<file path="config.mk">
export PLATFORM = sky130hd
export DESIGN_NAME = orpsoc_sim_ctrl
export DESIGN_NICKNAME = d
export VERILOG_FILES = /design/src/rtl/orpsoc_sim_ctrl_pkg.sv /design/src/rtl/orpsoc_rst_stretch.sv /design/src/rtl/orpsoc_sim_ctrl.sv
export SDC_FILE = /design/constraint.sdc
export NUM_CORES = 1
export LEC_CHECK = 0
export CAP_MARGIN = 10
export CELL_PAD_IN_SITES_DETAIL_PLACEMENT = 1
export CELL_PAD_IN_SITES_GLOBAL_PLACEMENT = 1
export CORE_ASPECT_RATIO = 1.5
export CORE_MARGIN = 4
export CORE_UTILIZATION = 37
export DETAILED_ROUTE_END_ITERATION = 12
export GPL_TIMING_DRIVEN = 0
export HOLD_SLACK_MARGIN = 0.02
export PLACE_DENSITY = 0.95
export SKIP_CTS_REPAIR_TIMING = 1
export SLEW_MARGIN = 20
export SYNTH_ARGS = -nofsm -noshare
export SYNTH_HDL_FRONTEND = slang
export SYNTH_SLANG_ARGS = --single-unit
</file>
<file path="constraint.sdc">
create_clock -name clk -period 6.7 [get_ports clk]
set_input_delay 1.34 -clock clk [delete_from_list [all_inputs] [get_ports clk]]
set_output_delay 1.34 -clock clk [all_outputs]
set_load 0.05 [all_outputs]
</file>
<file path="src/rtl/orpsoc_sim_ctrl_pkg.sv">
// Shared constants, FSM encoding and helpers for the ORPSoC simulation controller.
package orpsoc_sim_ctrl_pkg;

  localparam logic [15:0] OR1K_NOP_OPC    = 16'h1500;
  localparam logic [15:0] NOP_EXIT_DFLT   = 16'h0001;
  localparam logic [15:0] NOP_REPORT_DFLT = 16'h0002;

  localparam int unsigned MAX_CORES = 8;
  localparam int unsigned CORE_W    = 3;
  localparam int unsigned DATA_W    = 32;

  typedef enum logic [1:0] {
    ST_RESET = 2'd0,
    ST_RUN   = 2'd1,
    ST_DONE  = 2'd2
  } state_e;

  typedef struct packed {
    logic [DATA_W-1:0] data;
    logic [CORE_W-1:0] core;
  } core_evt_t;

  // Index of the lowest set bit; zero when nothing is set.
  function automatic logic [CORE_W-1:0] first_set(input logic [MAX_CORES-1:0] vec);
    first_set = '0;
    for (int i = int'(MAX_CORES) - 1; i >= 0; i--) begin
      if (vec[i]) first_set = CORE_W'(i);
    end
  endfunction

  function automatic logic multi_set(input logic [MAX_CORES-1:0] vec);
    return (vec & (vec - MAX_CORES'(1))) != '0;
  endfunction

endpackage

</file>
<file path="src/rtl/orpsoc_rst_stretch.sv">
// Reset stretcher: synchronises rst_n release and holds sys_rst_n low for RST_CYCLES clocks.
module orpsoc_rst_stretch #(
  parameter int unsigned RST_CYCLES = 20
) (
  input  logic clk,
  input  logic rst_n,
  output logic sys_rst_n,
  output logic run_start_c
);

  localparam int unsigned CNT_W = $clog2(RST_CYCLES + 1);
  localparam logic [CNT_W-1:0] REL_CNT = CNT_W'(RST_CYCLES - 2);

  logic             sync_q;
  logic [CNT_W-1:0] cnt_q;

  // The release flop acts as the second synchroniser stage.
  assign run_start_c = sync_q && !sys_rst_n && (cnt_q == REL_CNT);

  always_ff @(posedge clk or negedge rst_n) begin
    if (!rst_n) begin
      sync_q    <= 1'b0;
      cnt_q     <= '0;
      sys_rst_n <= 1'b0;
    end else begin
      sync_q <= 1'b1;
      if (sync_q && !sys_rst_n) cnt_q <= cnt_q + CNT_W'(1);
      if (run_start_c) sys_rst_n <= 1'b1;
    end
  end

endmodule

</file>
<file path="src/rtl/orpsoc_sim_ctrl.sv">
// Reset sequencer, cycle watchdog and l.nop end-of-test detector for multi-core benches.
module orpsoc_sim_ctrl
  import orpsoc_sim_ctrl_pkg::*;
#(
  parameter int unsigned NUM_CORES  = 1,
  parameter int unsigned TIMEOUT_W  = 32,
  parameter int unsigned RST_CYCLES = 20,
  parameter logic [15:0] NOP_EXIT   = NOP_EXIT_DFLT,
  parameter logic [15:0] NOP_REPORT = NOP_REPORT_DFLT
) (
  input  logic                   clk,
  input  logic                   rst_n,
  input  logic [TIMEOUT_W-1:0]   timeout_i,
  input  logic [NUM_CORES-1:0]   insn_valid_i,
  input  logic [32*NUM_CORES-1:0] insn_i,
  input  logic [32*NUM_CORES-1:0] gpr3_i,
  output logic                   sys_rst_n_o,
  output logic                   running_o,
  output logic                   done_o,
  output logic                   pass_o,
  output logic                   timeout_o,
  output logic [31:0]            exit_code_o,
  output logic [2:0]             exit_core_o,
  output logic                   report_valid_o,
  output logic [31:0]            report_data_o,
  output logic [2:0]             report_core_o,
  output logic                   report_lost_o,
  output logic [TIMEOUT_W-1:0]   cycles_o
);

  logic                 run_start_c;
  logic [MAX_CORES-1:0] exit_hit;
  logic [MAX_CORES-1:0] report_hit;
  logic [DATA_W-1:0]    gpr3 [MAX_CORES];
  logic [CORE_W-1:0]    exit_idx;
  logic [CORE_W-1:0]    report_idx;
  logic                 timeout_hit;

  state_e               state_q, state_d;
  core_evt_t            exit_q, exit_d, report_q, report_d;
  logic                 running_d, done_d, pass_d, timeout_d;
  logic                 report_valid_d, report_lost_d;
  logic [TIMEOUT_W-1:0] cycles_d;

  orpsoc_rst_stretch #(
    .RST_CYCLES (RST_CYCLES)
  ) u_rst_stretch (
    .clk         (clk),
    .rst_n       (rst_n),
    .sys_rst_n   (sys_rst_n_o),
    .run_start_c (run_start_c)
  );

  // Per-core l.nop decode; unused channels read as idle.
  always_comb begin
    exit_hit   = '0;
    report_hit = '0;
    for (int k = 0; k < int'(MAX_CORES); k++) gpr3[k] = '0;
    for (int k = 0; k < int'(NUM_CORES); k++) begin
      gpr3[k] = gpr3_i[32*k +: 32];
      if (insn_valid_i[k] && (insn_i[32*k+16 +: 16] == OR1K_NOP_OPC)) begin
        exit_hit[k]   = (insn_i[32*k +: 16] == NOP_EXIT);
        report_hit[k] = (insn_i[32*k +: 16] == NOP_REPORT);
      end
    end
  end

  assign exit_idx    = first_set(exit_hit);
  assign report_idx  = first_set(report_hit);
  assign timeout_hit = (timeout_i != '0) && (cycles_o == timeout_i - TIMEOUT_W'(1));

  // Next state and next values of every registered output.
  always_comb begin
    state_d        = state_q;
    running_d      = running_o;
    done_d         = done_o;
    pass_d         = pass_o;
    timeout_d      = timeout_o;
    exit_d         = exit_q;
    report_d       = report_q;
    report_valid_d = 1'b0;
    report_lost_d  = report_lost_o;
    cycles_d       = cycles_o;

    case (state_q)
      ST_RESET: begin
        if (run_start_c) begin
          state_d   = ST_RUN;
          running_d = 1'b1;
        end
      end
      ST_RUN: begin
        if (cycles_o != '1) cycles_d = cycles_o + TIMEOUT_W'(1);
        if (report_hit != '0) begin
          report_valid_d = 1'b1;
          report_d       = '{data: gpr3[report_idx], core: report_idx};
          if (multi_set(report_hit)) report_lost_d = 1'b1;
        end
        // An exit in the watchdog's final cycle still wins.
        if (exit_hit != '0) begin
          state_d   = ST_DONE;
          running_d = 1'b0;
          done_d    = 1'b1;
          exit_d    = '{data: gpr3[exit_idx], core: exit_idx};
          pass_d    = (gpr3[exit_idx] == '0);
        end else if (timeout_hit) begin
          state_d   = ST_DONE;
          running_d = 1'b0;
          done_d    = 1'b1;
          timeout_d = 1'b1;
          pass_d    = 1'b0;
        end
      end
      default: begin
      end
    endcase
  end

  always_ff @(posedge clk or negedge rst_n) begin
    if (!rst_n) begin
      state_q        <= ST_RESET;
      running_o      <= 1'b0;
      done_o         <= 1'b0;
      pass_o         <= 1'b0;
      timeout_o      <= 1'b0;
      exit_q         <= '0;
      report_q       <= '0;
      report_valid_o <= 1'b0;
      report_lost_o  <= 1'b0;
      cycles_o       <= '0;
    end else begin
      state_q        <= state_d;
      running_o      <= running_d;
      done_o         <= done_d;
      pass_o         <= pass_d;
      timeout_o      <= timeout_d;
      exit_q         <= exit_d;
      report_q       <= report_d;
      report_valid_o <= report_valid_d;
      report_lost_o  <= report_lost_d;
      cycles_o       <= cycles_d;
    end
  end

  assign exit_code_o   = exit_q.data;
  assign exit_core_o   = exit_q.core;
  assign report_data_o = report_q.data;
  assign report_core_o = report_q.core;

endmodule

</file>
==> results of run 1 <==
[path summary, 6_finish.rpt]
path                                          from                          to  slack (ns)  cells past startpoint
setup / recovery                      timeout_i[0]      state_q[1]$_DFFE_PN0P_        2.14                     11
setup reg to reg           cycles_o[6]$_DFFE_PN0P_    cycles_o[31]$_DFFE_PN0P_        3.44                     10
min in group asynchronous                    rst_n    cycles_o[12]$_DFFE_PN0P_        0.92                      1
hold / removal                  done_o$_DFFE_PN0P_          done_o$_DFFE_PN0P_        0.47                      1
hold reg to reg                 done_o$_DFFE_PN0P_          done_o$_DFFE_PN0P_        0.47                      1
max in group asynchronous                    rst_n  exit_code_o[1]$_DFFE_PN0P_        5.09                      2
[through the flow]
step | setup slack [ns] | area [sq um] | hold WS (ns) | util, % | instances
5_1_grt | 1.918 | 8274 | 0.4785 | 54.90 | 928
2_1_floorplan | 3.060 | 5700 | 0.4452 | - | 513
3_5_place_dp | 1.773 | 7970 | 0.4592 | 52.89 | 912
4_1_cts | 2.144 | 8274 | 0.4766 | 54.90 | 928
6_report | 2.144 | 8274 | 0.4663 | 54.90 | 928
3_3_place_gp | 0.4004 | 7941 | 0.4395 | 52.69 | 911
[final cells by class]
cell class	instances	share of cell area (%)
inverter	12	0.5444
tap	199	3.009
sequential	109	32.97
clock buffer	10	2.888
timing repair buffer	200	24.42
buffer	22	1.361
clock inverter	6	0.7863
multi-input combinational	370	34.02
[placed cells by master, fill, tap and decap left out, types with 14 or more instances in the layout]
master / count
clkdlybuf4s50_1: 198
nor2_1: 27
dfrtp_1: 109
nand4_1: 20
xor2_1: 29
nand2_1: 19
nor3_1: 14
nor4_1: 22
nand3_1: 20
mux2_2: 65
xnor2_1: 53
[report_power, final]
part	internal, uW	switching (uW)	leakage [uW]
combinational	98.3	105	0.00186
clock	275	275	0.000150
sequential	676	20.8	0.00149
total	1050	401	0.00350
[state kept, by name, summed over array words and instances (netlist names)]
name	flops
done_o	1
cycles_o	32
report_data_o	32
u_rst_stretch.sync_q	1
pass_o	1
u_rst_stretch.cnt_q	5
timeout_o	1
u_rst_stretch.sys_rst_n	1
exit_code_o	32
state_q	2
report_valid_o	1
[logic make-up after synthesis]
kind of cell	after synthesis	share of synthesized area [%]
and+or+nand+nor	180	18.69
muxes	67	13.24
DFF	109	48.04
xor gates and xnor gates	82	12.65
AOI/OAI and AO/OA	28	3.372
adders and majority gates	5	1.102
buffers and inverters	34	2.776
other	2	0.1323
[worst reg2reg max path: stages, from the launching register on]
cell	delay [ns]
dfrtp_1	0.38
clkbuf_1	0.24
and3_1	0.31
nand4_1	0.15
o41a_1	0.15
clkbuf_1	0.34
nand4_1	0.25
nor2_1	0.54
nand3_1	0.33
nor3_1	0.31
xor2_1	0.18
[layer usage]
metal,global-route usage (%),part of all wire [%]
met1,23.99,34
met2,46.39,57
met4,9.994,3.8
met3,4.003,4.8
met5,0,0
==> metrics.md, run 1 <==
| Metric | Value |
|---|---|
| Status | complete, no violations |
| Die Y | 159.7 um |
| PD cells | 175.4 nW/um^2 |
| Top delay family on crit path | simple AND/OR/NAND/NOR gates |
| Final setup viols | 0 |
| Avg Inst Size Synth | 11.20 sq um |
| Starting density of the core | 37.68% |
| Largest cells by area after synthesis | dfrtp_1 48%, mux2_2 13%, xnor2_1 8.2% |
| Max-slew violation count | 0 |
| Multi-input gate area | 2815 sq um |
| VDD IR-drop max | 0.1110 mV |
| RD Place Congestion | 0.8877 |
| Clock skew | 0.01065 ns |
| FF+latch count, synth | 109 |
| Top cell types by occurrence after synthesis | 109 x dfrtp_1, 65 x mux2_2, 53 x xnor2_1 |
| Die width | 109.1 um |
| Setup TNS | 0 ns |
| DPL Wire Length | 16430 um |
| Yosys top cell by area | dfrtp_1 |
| RSZ-0062 raised after global routing | false |
| Post-DRT Antenna Nets | 0 |
| Core ar. | 15070 sq um |
| Vias in the first global route | 5639 |
| Sequential area share after synthesis | 48.04% |
| Detailed Route Iter0 Violations | 238 |
| Slew margin rel. | 49.37% |
| Nets@finish | 828 |
| I/O pin cnt | 208 |
| Vias | 4998 |
| CTS tree | built |
| # DRC | 0 |
| Worst path required time | 6.99 ns |
| Area share of the largest cell type after synthesis | 48.04% |
| Register area | 2728 sq um |
| Max stage delay on crit path | 0.60 ns |
| FMAX | 0.2195 GHz |
| Total Wirelength | 20410 um |
| Final worst-path cycle share | 67.99% |
| First-pass GRT wire length | 31790 um |
| CTS buffer count | 9 |
| Via density | 5.386 |
| Worst skew pair latency | 0.36 ns |
| Worst-path maximum fanout | 6 |
| Top FF cell, synth | dfrtp_1 |
| Fill cell count | 1615 |
| Initial antenna violation count | 0 |
| DIE AREA | 17430 sq um |
| CP cell instances | clkdlybuf4s50_1 -> inv_1 -> ha_1 -> nor4b_1 -> nand4b_1 -> nor4_1 -> xnor2_1 -> nand4_1 -> or4_1 -> o21ai_2 -> or2_1 |
| Yosys cell types | 53 |
| Slew @ Worst Pin | 0.7537 ns |
| Crit path DAT | 4.85 ns |
| Clock root cell | clkbuf_16 |
| Worst Hold Class | flop to flop |
| Number of H-tree levels | 3 |
| Avg WL per Cell | 21.99 um |
| Site row count | 55 |
| Largest net degree at the start of global routing | 57 |
| Clock Tree Buf Depth | 2 |
| Area of the mapped netlist | 5678 sq um |
| Synth Instances | 507 |
| PortBufs | 199 |
| GRT Util Overall | 23.84% |
| # diodes | 0 |
| Clock Sinks | 109 |
| Crit path capture type | flop |
| CP bufs+invs | 2 |
| Share of cells above drive strength 1 | 13.99% |
| Number of synthesis warnings | 0 |
| Most common cell in the synthesized netlist | dfrtp_1 |
| Global route overflow | 0 |
| Synth async-reset ratio | 100.0% |
| Crit path launch type | primary input |
| Final hold violations | 0 |
| Max-cap viol count | 0 |
| Post-layout minimum cycle time | 4.556 ns |
| Design Power | 1451 uW |
| Clock-pin slew on the worst setup and hold paths | 0.07 ns |
| Leak | 0.003501 uW |
| Layout overhead on the synthesized area | 45.73% |
| EDFF count, synth | 0 |
| WS Path Type | primary input to flop |
| Pre-antenna DRT Iters | 4 |
| Crit-path slowest cell | or4_1 |
(Power assumes the default switching activity.)
==> inputs of run 2 (changes only) <==
Settings changed: CORE_UTILIZATION 37 to 31, PLACE_DENSITY 0.95 to 0.89.
Clock period 6.7 ns to 3.7 ns, I/O delays scaled along.
==> run 2 against run 1 <==
Against the previous run: via count fell by 3.2%; largest cell class unchanged; power rose by 82%; first-iteration DRC count fell by 8.4%; critical path type unchanged.
==> metrics.md, run 2 (same netlist as run 1, synthesis figures left out) <==
| Metric | Value |
|---|---|
| RD Place Congestion | 0.8180 (-7.9%) |
| Post-placement cell area | 7993 sq um (+0.28%) |
| Worst Hold Class | primary input to async pin |
| PortBufs | 199 (unchanged) |
| Initial antenna violation count | 0 (unchanged) |
| Slew margin rel. | 47.68% (-1.7 points) |
| Starting density of the core | 31.65% (-6.0 points) |
| I/O pin cnt | 208 (unchanged) |
| Crit path launch type | primary input |
| Worst skew pair latency | 0.35 ns (about the same) |
| Most frequent cells in the layout | 197 x clkdlybuf4s50_1, 109 x dfrtp_1, 65 x mux2_2, 53 x xnor2_1, 29 x xor2_1 |
| Via density | 5.110 (-5.1%) |
| Design area | 8377 sq um (+1.2%) |
| WS Path Type | primary input to flop |
| Detailed Route Iter0 Violations | 218 (-8.4%) |
| Crit path capture type | flop |
| Slew @ Worst Pin | 0.7788 ns (+0.02513 ns) |
| CP startpoint | timeout_i[0] |
| Number of H-tree levels | 3 (unchanged) |
| Final setup viols | 0 (unchanged) |
| Nets@finish | 829 (+0.12%) |
| Status | complete, no violations |
| Post-layout minimum cycle time | 3.514 ns |
| Avg WL per Cell | 19.56 um (-11%) |
| Max-slew violation count | 0 (unchanged) |
| DPL Wire Length | 14980 um (-8.8%) |
| FMAX | 0.2846 GHz |
| Post-DRT Antenna Nets | 0 (unchanged) |
| Vias in the first global route | 5383 (-4.5%) |
| Vias | 4839 (-3.2%) |
| First-pass GRT wire length | 29670 um (-6.7%) |
| Largest net degree at the start of global routing | 67 (+18%) |
| Global route overflow | 0 (unchanged) |
| Design Power | 2646 uW (+82%) |
| GRT Util Overall | 17.93% (-5.9 points) |
| Clock Tree Buf Depth | 2 (unchanged) |
| Layout overhead on the synthesized area | 47.53% |
| Fin cells | 947 (+2.0%) |
| Register-to-Register Setup Slack | 0.65 ns (-2.79 ns) |
| Worst-path maximum fanout | 6 (unchanged) |
| CTS buffer count | 9 (unchanged) |
| Pre-antenna DRT Iters | 4 (unchanged) |
| Die width | 118.5 um (+8.6%) |
| Max-cap viol count | 0 (unchanged) |
| Core ar. | 17940 sq um (+19%) |
| VDD IR-drop max | 0.1774 mV (+60%) |
| DIE AREA | 20590 sq um (+18%) |
| # DRC | 0 (unchanged) |
| Final worst-path cycle share | 94.97% |
| Clock skew | 0.01762 ns (+0.006967 ns) |
| Clock Sinks | 109 (unchanged) |
| Total Wirelength | 18530 um (-9.2%) |
| Clock-pin slew on the worst setup and hold paths | 0.09 ns (+0.02 ns) |
| # diodes | 0 (unchanged) |
| CTS tree | built |
| Die Y | 173.8 um (+8.8%) |
| Core Util, Final | 46.69% (-8.2 points) |
| Leak | 0.003528 uW (+0.77%) |
| Reg2reg start | cycles_o[6]$_DFFE_PN0P_ |
| Most common cell after layout, fill and taps aside | clkdlybuf4s50_1 |
| Worst path required time | 3.93 ns (-3.06 ns) |
| Final hold violations | 0 (unchanged) |
| PD cells | 315.9 nW/um^2 (+80%) |
| Cells after DPL | 930 (+2.0%) |
| Crit path DAT | 3.75 ns (-1.10 ns) |
| Site row count | 60 (+9.1%) |
| Cells on worst reg2reg path | 10 (unchanged) |
| Clock root cell | clkbuf_16 |
| Share of cells above drive strength 1 | 14.66% (+0.67 points) |
==> run 2: changes by cell type in the layout (fill, tap and decap cells not counted), sizes merged <==
cell	before	now
buf	12	13
clkbuf	22	21
clkdlybuf4s50	198	197
clkinv	2	3
dlymetal6s2s	0	1
==> run 2: critical path, cell delays in order <==
cell and delay (ns):
clkdlybuf4s50_1 0.48, inv_1 0.16, ha_4 0.19, or4b_1 0.42
buf_2 0.18, a211oi_2 0.20, o32ai_1 0.12, a21oi_1 0.18
o2111ai_1 0.19, or4_4 0.59, nor2_1 0.19, o21ai_1 0.09
==> run 2: cell type report <==
type | count | area, sq um
well taps | 217 | 271.5
clock inverters | 7 | 93.84
plain buffers | 22 | 112.6
fillers | 1953 | 9565
flip-flops and latches | 109 | 2728
clock buffers | 9 | 225.2
inverters | 12 | 45.04
multi-input cells | 370 | 2870
repair buffers | 201 | 2031
==> run 2: power by group <==
group          total (uW)  internal (uW)  switching [uW]
logic                 365            179             185
clock network        1020            495             526
registers            1260           1220            35.3
total                2650           1900             747
==> run 2: final timing paths <==
path	to
min in group clk	timeout_o$_DFFE_PN0P_
worst min register to register	timeout_o$_DFFE_PN0P_
worst max register to register	cycles_o[31]$_DFFE_PN0P_
worst max-delay path	pass_o$_DFFE_PN0P_
max in group asynchronous	exit_code_o[30]$_DFFE_PN0P_
worst min-delay path	cycles_o[2]$_DFFE_PN0P_
==> run 2: layer usage <==
layer  track usage [%]  wire (um)  up-vias  share of wire, %
met4             5.897        500        0               2.7
met5                 0          0        -                 0
met3             3.363        849       29               4.6
met1             18.61       6697     2406                36
met2             35.53      10480      163                57
li1                  -          -     2241                 -
==> run 2: stage by stage <==
stage	setup WS, ns	hold WS [ns]	TNS (ns)
after global routing	-0.00007017	0.3201	-0.00007017
after floorplan	0.6597	0.4444	0
after CTS	-0.3725	0.3017	-1.803
after detailed placement	-0.7306	0.4493	-3.607
final	0.1861	0.2933	0
after global placement	-2.316	0.4378	-253.91
==> inputs of run 3 (changes only) <==
Settings changed: CORE_MARGIN 4 to 5, MAX_ROUTING_LAYER set to met4.
==> run 3 against run 2 <==
Against the previous run: via count about the same; setup slack got worse by 0.094 ns; clock skew about the same; register-to-register slack worse by 0.07 ns; cell count is the same; cell area about the same; critical path depth unchanged; global-route usage shrank 0.11 points; maximum frequency down 2.6%.
==> metrics.md, run 3 (same netlist as run 1, synthesis figures left out) <==
| Metric | Value |
|---|---|
| Fill cell count | 1935 (-0.92%) |
| Worst-path maximum fanout | 6 (unchanged) |
| PortBufs | 199 (unchanged) |
| Avg WL per Cell | 19.63 um (+0.36%) |
| Final worst slack | 0.09162 ns (-0.09446 ns) |
| Worst Hold Class | primary input to async pin |
| CP cell instances | clkdlybuf4s50_1 -> inv_1 -> ha_4 -> or4b_1 -> buf_2 -> a211oi_2 -> o32ai_1 -> a21oi_1 -> o2111ai_1 -> or4_4 -> nor2_1 -> o21ai_1 |
| Crit path capture type | flop |
| I/O pin cnt | 208 (unchanged) |
| Final worst-path cycle share | 97.52% (+2.6 points) |
| DIE AREA | 21180 sq um (+2.9%) |
| CP bufs+invs | 3 (unchanged) |
| Most common cell after layout, fill and taps aside | clkdlybuf4s50_1 |
| Clock Sinks | 109 (unchanged) |
| Clock Tree Buf Depth | 2 (unchanged) |
| Most frequent cells in the layout | 198 x clkdlybuf4s50_1, 109 x dfrtp_1, 65 x mux2_2, 53 x xnor2_1, 29 x xor2_1 |
| Total Wirelength | 18590 um (+0.36%) |
| GRT Util Overall | 17.82% (-0.11 points) |
| Vias in the first global route | 5396 (+0.24%) |
| Die Y | 175.8 um (+1.2%) |
| Die width | 120.5 um (+1.7%) |
| # diodes | 0 (unchanged) |
| DPL Wire Length | 15050 um (+0.46%) |
| Worst skew pair latency | 0.35 ns (about the same) |
| # DRC | 0 (unchanged) |
| Detailed Route Iter0 Violations | 149 (-32%) |
| PD cells | 313.3 nW/um^2 (-0.80%) |
| Slew @ Worst Pin | 0.8741 ns (+0.09527 ns) |
| Reg2reg start | cycles_o[6]$_DFFE_PN0P_ |
| Worst path required time | 3.92 ns (about the same) |
| RD Place Congestion | 0.8182 (about the same) |
| Clock-pin slew on the worst setup and hold paths | 0.09 ns (about the same) |
| CTS buffer count | 9 (unchanged) |
| Layout overhead on the synthesized area | 47.58% (about the same) |
| Post-layout minimum cycle time | 3.608 ns (+0.09446 ns) |
| Initial antenna violation count | 0 (unchanged) |
| VDD IR-drop max | 0.2361 mV (+33%) |
| Post-DRT Antenna Nets | 0 (unchanged) |
| Max-slew violation count | 0 (unchanged) |
| Top delay family on crit path | simple AND/OR/NAND/NOR gates |
| CTS tree | built |
| Crit-path slowest cell | or4_4 |
| Clock root cell | clkbuf_16 |
| Crit path DAT | 3.83 ns (+0.08 ns) |
| Max stage delay on crit path | 0.61 ns (+0.02 ns) |
| Crit path launch type | primary input |
| WS Path Type | primary input to flop |
| Largest net degree at the start of global routing | 70 (+4.5%) |
| Nets@finish | 829 (unchanged) |
| Via density | 5.111 (about the same) |
| Global route overflow | 0 (unchanged) |
| Number of H-tree levels | 3 (unchanged) |
| Leak | 0.003518 uW (-0.30%) |
| Cells on worst reg2reg path | 9 (-1) |
| Register-to-Register Setup Slack | 0.58 ns (-0.07 ns) |
| Share of cells above drive strength 1 | 14.66% (unchanged) |
| Core ar. | 18020 sq um (+0.42%) |
| FMAX | 0.2771 GHz (-2.6%) |
| Final hold violations | 0 (unchanged) |
| Design area | 8379 sq um (about the same) |
| First-pass GRT wire length | 29010 um (-2.2%) |
| Starting density of the core | 31.51% (-0.13 points) |
| Post-placement cell area | 7993 sq um (unchanged) |
| Pre-antenna DRT Iters | 4 (unchanged) |
| Site row count | 60 (unchanged) |
| Vias | 4840 (+0.021%) |
| Place WS | -0.7006 ns (+0.02998 ns) |
| Design Power | 2626 uW (-0.77%) |
| Max-cap viol count | 0 (unchanged) |
| Worst hold margin | 0.2830 ns (-0.01036 ns) |
| Clock skew | 0.01765 ns (+0.00002710 ns) |
| Status | complete, no violations |
| Slew margin rel. | 41.28% (-6.4 points) |
| Final setup viols | 0 (unchanged) |
| Reg2Reg Capture Point | cycles_o[26]$_DFFE_PN0P_ |
[run 3: how the worst max path moves through the flow]
stage                             from                          end  slack [ns]  cells past startpoint
after floorplan           timeout_i[0]           pass_o$_DFFE_PN0P_        0.66                     10
after global placement           rst_n  exit_code_o[21]$_DFFE_PN0P_       -2.34                      1
after detailed placement  timeout_i[0]       state_q[1]$_DFFE_PN0P_       -0.70                     11
after CTS                 timeout_i[0]       state_q[1]$_DFFE_PN0P_       -0.36                     11
after global routing      timeout_i[0]           pass_o$_DFFE_PN0P_       -0.03                     12
final                     timeout_i[0]           pass_o$_DFFE_PN0P_        0.09                     12
[run 3: stage by stage]
stage                     util, %  TNS (ns)  cells
final                       46.51         0    947
after global routing        46.51  -0.06939    947
after CTS                   46.12    -1.638    946
after detailed placement    44.36    -3.339    930
after global placement      44.20   -256.36    929
after floorplan                 -         0    513
[run 3: metal layers]
metal	up-vias	share of wire, %	wire, um	track usage, %
met3	41	3.9	720	2.320
met1	2393	36	6756	18.18
li1	2247	-	-	-
met4	0	3.1	570	6.900
met5	-	0	0	-
met2	159	57	10550	34.03
[run 3: final cells by class]
cell class                 count  area, sq um  area share (%)
sequential                   109         2728           32.55
buffer                        22        112.6           1.344
clock buffer                   9        225.2           2.688
clock inverter                 7        91.34           1.090
timing repair buffer         201         2028           24.20
multi-input combinational    370         2878           34.34
tap                          217        271.5           3.240
inverter                      12        45.04          0.5376
[run 3: where the power goes]
part           leakage (uW)  internal (uW)  switching (uW)
Sequential          0.00149           1220            34.7
Clock              0.000152            488             513
Combinational       0.00188            179             187
